$ cat src/rtl/score_sequencer.sv
// Two-requester point accumulator (0-999) with iterative shift-add-3 BCD conversion; SCORE_SAT_EN selects saturate over wrap.
// Latency: ack at T, score at T+2, digits and upd at T+13; clr takes effect next cycle.
// Backpressure: requests hold until acked; acks only in IDLE with clr low, so one award per 13 cycles.
module score_sequencer #(
   parameter int SCORE_W = 10,
   parameter int AMT_W   = 7
) (
   input  logic               clk,
   input  logic               resetn,
   input  logic               req0,
   input  logic [AMT_W-1:0]   amt0,
   input  logic               req1,
   input  logic [AMT_W-1:0]   amt1,
   output logic               ack0,
   output logic               ack1,
   input  logic               clr,
   output logic [SCORE_W-1:0] score,
   output logic [3:0]         dig2,
   output logic [3:0]         dig1,
   output logic [3:0]         dig0,
   output logic               upd,
   output logic               ovf,
   output logic               busy
);
   localparam int BCD_W = 12;
   localparam int SR_W  = BCD_W + SCORE_W;

   typedef enum logic [1:0] {IDLE, ACCUM, CONV, PUB} state_t;

   state_t             state, state_nxt;
   logic               last;
   logic [AMT_W-1:0]   amt_q;
   logic [SCORE_W:0]   sum;
   logic               sum_ovf;
   logic [SCORE_W-1:0] sum_fix;
   logic [SR_W-1:0]    sr, sr_adj, sr_nxt;
   logic [3:0]         cnt;
   logic               grant0, grant1;

   // last holds the index of the most recent grant; ties go to the other requester
   always_comb begin
      grant0 = req0 && (!req1 || last);
      grant1 = req1 && (!req0 || !last);
   end

   always_comb begin
      sum     = {1'b0, score} + (SCORE_W+1)'(amt_q);
      sum_ovf = sum > (SCORE_W+1)'(999);
      sum_fix = sum[SCORE_W-1:0];
      if (sum_ovf) begin
`ifdef SCORE_SAT_EN
         sum_fix = SCORE_W'(999);
`else
         sum_fix = SCORE_W'(sum - (SCORE_W+1)'(1000));
`endif
      end
   end

   always_comb begin
      sr_adj = sr;
      for (int i = 0; i < 3; i++) begin
         if (sr[SCORE_W+4*i +: 4] >= 4'd5)
            sr_adj[SCORE_W+4*i +: 4] = sr[SCORE_W+4*i +: 4] + 4'd3;
      end
      sr_nxt = sr_adj << 1;
   end

   always_ff @(posedge clk) begin
      if (!resetn) state <= IDLE;
      else         state <= state_nxt;
   end

   always_comb begin
      state_nxt = state;
      ack0      = 1'b0;
      ack1      = 1'b0;
      busy      = (state != IDLE);
      if (clr) begin
         state_nxt = IDLE;
      end else begin
         case (state)
            IDLE: begin
               if (resetn && (grant0 || grant1)) begin
                  ack0      = grant0;
                  ack1      = grant1;
                  state_nxt = ACCUM;
               end
            end
            ACCUM:   state_nxt = CONV;
            CONV:    if (cnt == 4'(SCORE_W-1)) state_nxt = PUB;
            PUB:     state_nxt = IDLE;
            default: state_nxt = IDLE;
         endcase
      end
   end

   always_ff @(posedge clk) begin
      if (!resetn) begin
         score <= '0;
         dig2  <= '0;
         dig1  <= '0;
         dig0  <= '0;
         upd   <= 1'b0;
         ovf   <= 1'b0;
         last  <= 1'b1;
         amt_q <= '0;
         sr    <= '0;
         cnt   <= '0;
      end else begin
         upd <= 1'b0;
         ovf <= 1'b0;
         if (clr) begin
            score <= '0;
            dig2  <= '0;
            dig1  <= '0;
            dig0  <= '0;
            upd   <= 1'b1;
         end else begin
            case (state)
               IDLE: begin
                  if (ack0) begin
                     amt_q <= amt0;
                     last  <= 1'b0;
                  end else if (ack1) begin
                     amt_q <= amt1;
                     last  <= 1'b1;
                  end
               end
               ACCUM: begin
                  score <= sum_fix;
                  ovf   <= sum_ovf;
                  sr    <= {{BCD_W{1'b0}}, sum_fix};
                  cnt   <= '0;
               end
               CONV: begin
                  sr  <= sr_nxt;
                  cnt <= cnt + 4'd1;
               end
               PUB: begin
                  dig2 <= sr[SCORE_W+8 +: 4];
                  dig1 <= sr[SCORE_W+4 +: 4];
                  dig0 <= sr[SCORE_W   +: 4];
                  upd  <= 1'b1;
               end
               default: ;
            endcase
         end
      end
   end
endmodule

$ cat config.mk
export PLATFORM = sky130hd
export DESIGN_NAME = score_sequencer
export DESIGN_NICKNAME = d
export VERILOG_FILES = /design/src/rtl/score_sequencer.sv
export SDC_FILE = /design/constraint.sdc
export NUM_CORES = 1
export LEC_CHECK = 0
export ABC_AREA = 1
export CAP_MARGIN = 20
export CELL_PAD_IN_SITES_DETAIL_PLACEMENT = 0
export CELL_PAD_IN_SITES_GLOBAL_PLACEMENT = 1
export CORE_UTILIZATION = 40
export DETAILED_ROUTE_END_ITERATION = 8
export PLACE_DENSITY_LB_ADDON = 0.1
export SYNTH_ARGS = -nofsm -noshare
export SYNTH_HDL_FRONTEND = slang
export SYNTH_SLANG_ARGS = --single-unit
$ cat constraint.sdc
create_clock -name clk -period 2.9 [get_ports clk]
set_input_delay 0.29 -clock clk [delete_from_list [all_inputs] [get_ports clk]]
set_output_delay 0.29 -clock clk [all_outputs]
set_load 0.005 [all_outputs]
# Word-level counts from Yosys, hierarchy flattened
# Index checks and enable logic that the tools add are counted.
# op_classes
n_shift	0
eq_ne	6
multipliers	0
n_lt_le_gt_ge	4
muxes	21
bitwise	3
div_mod_pow	0
addsub	6
n_reduce_logical	18
# op_table
cell	count
22-bit case mux with 2 select lines	1
7-bit 2-to-1 mux	2
4-bit by 3-bit greater-or-equal comparator with 1-bit output, second input constant	3
10-bit by 7-bit adder with 11-bit output	1
11-bit by 10-bit > comparator with 1-bit output, second input constant	1
1-bit 2-to-1 mux	10
10-bit 2-to-1 mux	1
10-bit subtractor, second input constant	1
4-bit by 2-bit adder with 4-bit output, second input constant	2
4-bit 2-to-1 mux	2
2-bit case mux with 4 select lines	1
4-bit case mux with 2 select lines	1
2-bit nonzero test	3
4-bit by 1-bit adder with 4-bit output, second input constant	1
2-bit == test, second input constant	2
4-bit == test, second input constant	1
2-bit 2-to-1 mux	2
2-bit inequality test, second input constant	2
2-bit AND reduction	2
3-bit by 2-bit adder with 3-bit output, second input constant	1
1-bit logical AND	3
1-bit zero test	3
1-bit logical OR	3
3-bit 2-to-1 mux	1
other kinds (6)	8
# totals
output_inout_bits	27
romBits	0
n_memories	0
in_bits	19
ff_bits	60
ram_bits	0
latch_bits	0

# Longest topological paths before layout
# logic_depth
word_depth	10
ltp_mapped	20
ltp_nobuf	20

# Worst setup path after synthesis
# OpenSTA, ideal clock, no wires.
# synth_path
kind	register -> register
startpoint	register score[0]
endpoint	register score[6]
stages_incl_launch_ff	19
slack_ps	225
setup_time_ps	113
required_time_ps	2787
period_less_slack_ps	2675
n_path_buf	0
arrival_time_ps	2562
cell_sequence	dfxtp_1 -> ha_1 -> inv_1 -> fa_1 -> inv_1 -> nand2_1 -> a21oi_1 -> xor2_1 -> inv_1 -> ha_1 -> o21a_1 -> nor2_1 -> nand3_2 -> nand2_4 -> nand2_4 -> nand2_2 -> nand2_2 -> o21ai_1 -> inv_1
# synth_between
elab_chain_len	3
word_cells_on_any_way	4
cone_classes	2 x add/sub; 1 x order compare; 1 x mux
# synth_lines
element	line	rtl
from (decl)	17	output logic [SCORE_W-1:0] score,
from (signal assigned)	130	score <= sum_fix;
10-bit by 7-bit adder with 11-bit output *	47	sum = {1'b0, score} + (SCORE_W+1)'(amt_q);
10-bit subtractor or 11-bit by 10-bit > comparator with 1-bit output (tied branches)	54, 48	
10-bit 2-to-1 mux *	50	if (sum_ovf) begin
# Mark *: on every way between the ends. The rest lies on a longest branch, timed or not.
# A chain may end at the register's enable or synchronous reset.

# Worst setup path after layout
# layout_path
startpoint	register score[0]
endpoint	register score[5]
# Same word-level chain as after synthesis.

==> impl_metrics.yaml <==
route:
  first_pass_iters: 4
  drt_iter0_markers: 125
  drc: 0
  routedWlPerCell_um: 12.24
  totalWireLength_um: 7994
  vias: 3152
  routed_via_density: 4.827
  drtAntennaViolNets: 0
clock_network:
  path_clk_slew_ns: 0.07
  cts_root_buf: "clkbuf_8"
  htree_levels: 3
  numCtsBuffers: 9
  cts_buffer_depth: 2
  ctsHoldBuffers: 0
  numClockSinks: 60
  clkLatencyLatePin_ns: 0.34
  cts_tree: "yes"
critical_path:
  slowest_stage: "dfxtp_1"
  slowest_delay_ns: 0.35
  crit_top_cell: "inv_1"
  startpoint_type: "flop"
  crit_family: "adder cells"
  arrival_ns: 2.91
  crit_buf_inv: 4
  crit_type: "flop to flop"
  worst-path-max-fanout: 8
  endpoint_kind: "flop"
  cp_data_required_time_ns: 3.13
  cp_cell_sequence: "ha_1 -> inv_1 -> fa_2 -> inv_1 -> nand2_1 -> a21oi_1 -> xor2_1 -> inv_1 -> ha_2 -> o21a_1 -> nor2_1 -> nand3_2 -> nand2_4 -> nand2_4 -> nand2_2 -> nand2_2 -> o21ai_1 -> inv_1"
grt:
  grt_usage_pct: 19.60
  grt_pass1_wl_um: 13650
  antenna_found_initial: 0
  grt_max_degree: 27
  overflow: 0
  grt_pass1_vias: 2948
final_layout:
  layout-drive-gt1-share_pct: 11.13
  diodes: 0
  final_cells: 653
  nNetsFinal: 584
  syn_to_final_growth_pct: 22.89
  multiInputGateArea_um2: 1881
  stdcell_area_um2: 4245
  fillCellCount: 849
  final-seq-area_um2: 1201
die:
  start_util_pct: 41.63
  die-width_um: 94.93
  io_pins: 46
  die_h_um: 94.93
  floorplan.die_area_um2: 9012
  placeableCoreArea_um2: 8299
  num_rows: 33
outcome:
  outcome: "complete, no violations"
pwr:
  swShare_pct: 26.62
  p_comb_share_pct: 13.3
  power.density_nw_per_um2: 447.1
  pwr-share-clk_pct: 41.5
  p_leak_uw: 0.001764
  seqPwrFrac_pct: 45.3
  p_int_uw: 1393
  peakVddDrop_uv: 239.5
  power_switching_uw: 505.1
sta:
  setup-violations-final: 0
  worst_pin_slew_ns: 0.7585
  fin_tns_setup_ns: 0
  period_needed_ns: 2.674
  timing.slew.headroom_pct: 49.43
  hold_viol_final: 0
  min_period_over_period_pct: 92.21
  rsz0062_at_grt: "false"
  final_max_slew_viol_count: 0
  fmax_mhz: 374.0
  worst_clock_skew_ns: 0.005371
synthesis:
  synthArstFlopShare_pct: 0
  synth.area.top_cells: "dfxtp_1, nand2_1, inv_1"
  synth_warnings: 0
  synth_edf_count: 0
  ys_types: 39
  ys_seq_elements: 60
  postSynthNetCount: 533
  synth_top_area_share_pct: 34.77
  synth_commonest_cells: "nand2_1, inv_1, dfxtp_1"
  synth_area_leader_cell: "dfxtp_1"
  avgSynthCellArea_um2: 7.021
  ys_seq_area_share_pct: 34.77
  synth.most_common_cell: "nand2_1"
  synth_area_um2: 3455
  synthCells: 492
  synth-main-ff-cell: "dfxtp_1"
placement:
  hpwl_um: 6008
  gp_congestion: 0.8031
  port_buffers: 45
  placed_area_um2: 4029
  placed_cells: 636
min_path:
  hold_class: "flop to flop"
run:
  drv_cap: 0
[flip-flops by register name, indices dropped and copies added (netlist names)]
signal  count
last        1
cnt         4
amt_q       7
sr         22
score      10
dig2        4
dig0        4
ovf         1
dig1        4
upd         1
state       2
[per-layer routing]
layer  part of all wire (%)  up-vias  track usage, %  wire (um)
li1                       -     1692               -          -
met1                     53     1416           27.91       4267
met2                     43       36           29.20       3449
met3                    2.4        8           4.589        188
met4                    1.1        0           5.682         88
met5                      0        -               0          0
[path summary, 6_finish.rpt]
check	start	end	slack [ns]	cells after the start
worst max-delay path	score[0]	score[5]	0.23	18
worst min-delay path	sr[0]	sr[0]	0.48	2
worst max register to register	score[0]	score[5]	0.23	18
worst min register to register	sr[0]	sr[0]	0.48	2
[power groups by stage]
| stage | clock, uW | combinational, uW | sequential (uW) |
|---|---|---|---|
| final | 787 | 252 | 859 |
| after global routing | 851 | 283 | 861 |
| after global placement | 0 | 248 | 877 |
| after floorplan | 0 | 164 | 873 |
| after detailed placement | 0 | 250 | 878 |
| after CTS | 809 | 251 | 859 |
[worst register-to-register path, delay by kind of cell (launching register included)]
family	cells	cell delay, ns
fa+ha+maj	3	0.76
simple gates	7	0.63
xor+xnor	1	0.20
compound gates	3	0.38
flops	1	0.35
buf+inv	4	0.29
[cell usage in the layout, fill, tap and decap left out, types with 11 or more instances in the layout]
master and n:
nand2_1 96, nand2_2 14, clkbuf_8 11, ha_1 20, dfxtp_1 60, inv_1 76, nor2_1 37, clkdlybuf4s50_1 45
a21oi_1 39, o21ai_0 32, nand3_1 36
[per-stage QoR]
stage	total power, uW	hold slack [ns]	worst slack [ns]	util (%)
2_1_floorplan	1037	0.4058	0.2251	-
3_3_place_gp	1125	0.4580	0.1994	48.55
3_5_place_dp	1127	0.4659	0.1178	48.55
4_1_cts	1919	0.4767	0.1002	51.00
5_1_grt	1996	0.4928	0.004704	51.15
6_report	1898	0.4780	0.2260	51.15
[cell families (layout without fill, tap and decap cells)]
kind of cell / after synthesis / after routing / share of synthesized area (%)
DFF: 60 / 60 / 34.77
buffers and inverters: 97 / 153 / 10.94
adders and majority gates: 22 / 22 / 8.185
xor gates and xnor gates: 6 / 6 / 1.521
and+or+nand+nor: 205 / 205 / 27.74
AOI/OAI and AO/OA: 102 / 102 / 16.84
[cell type report]
class / instances / share of cell area (%)
Sequential cell: 60 / 28.29
Clock inverter: 3 / 1.061
Inverter: 85 / 7.663
Timing Repair Buffer: 52 / 11.85
Tap cell: 105 / 3.095
Clock buffer: 13 / 3.743
Multi-Input combinational cell: 335 / 44.30
[repair_timing]
item                                    CTS  global route
buffers inserted                          0             1
gates resized for setup                   0             2
endpoints found under the setup margin    0            11
Power figures use the tool's default switching activity.
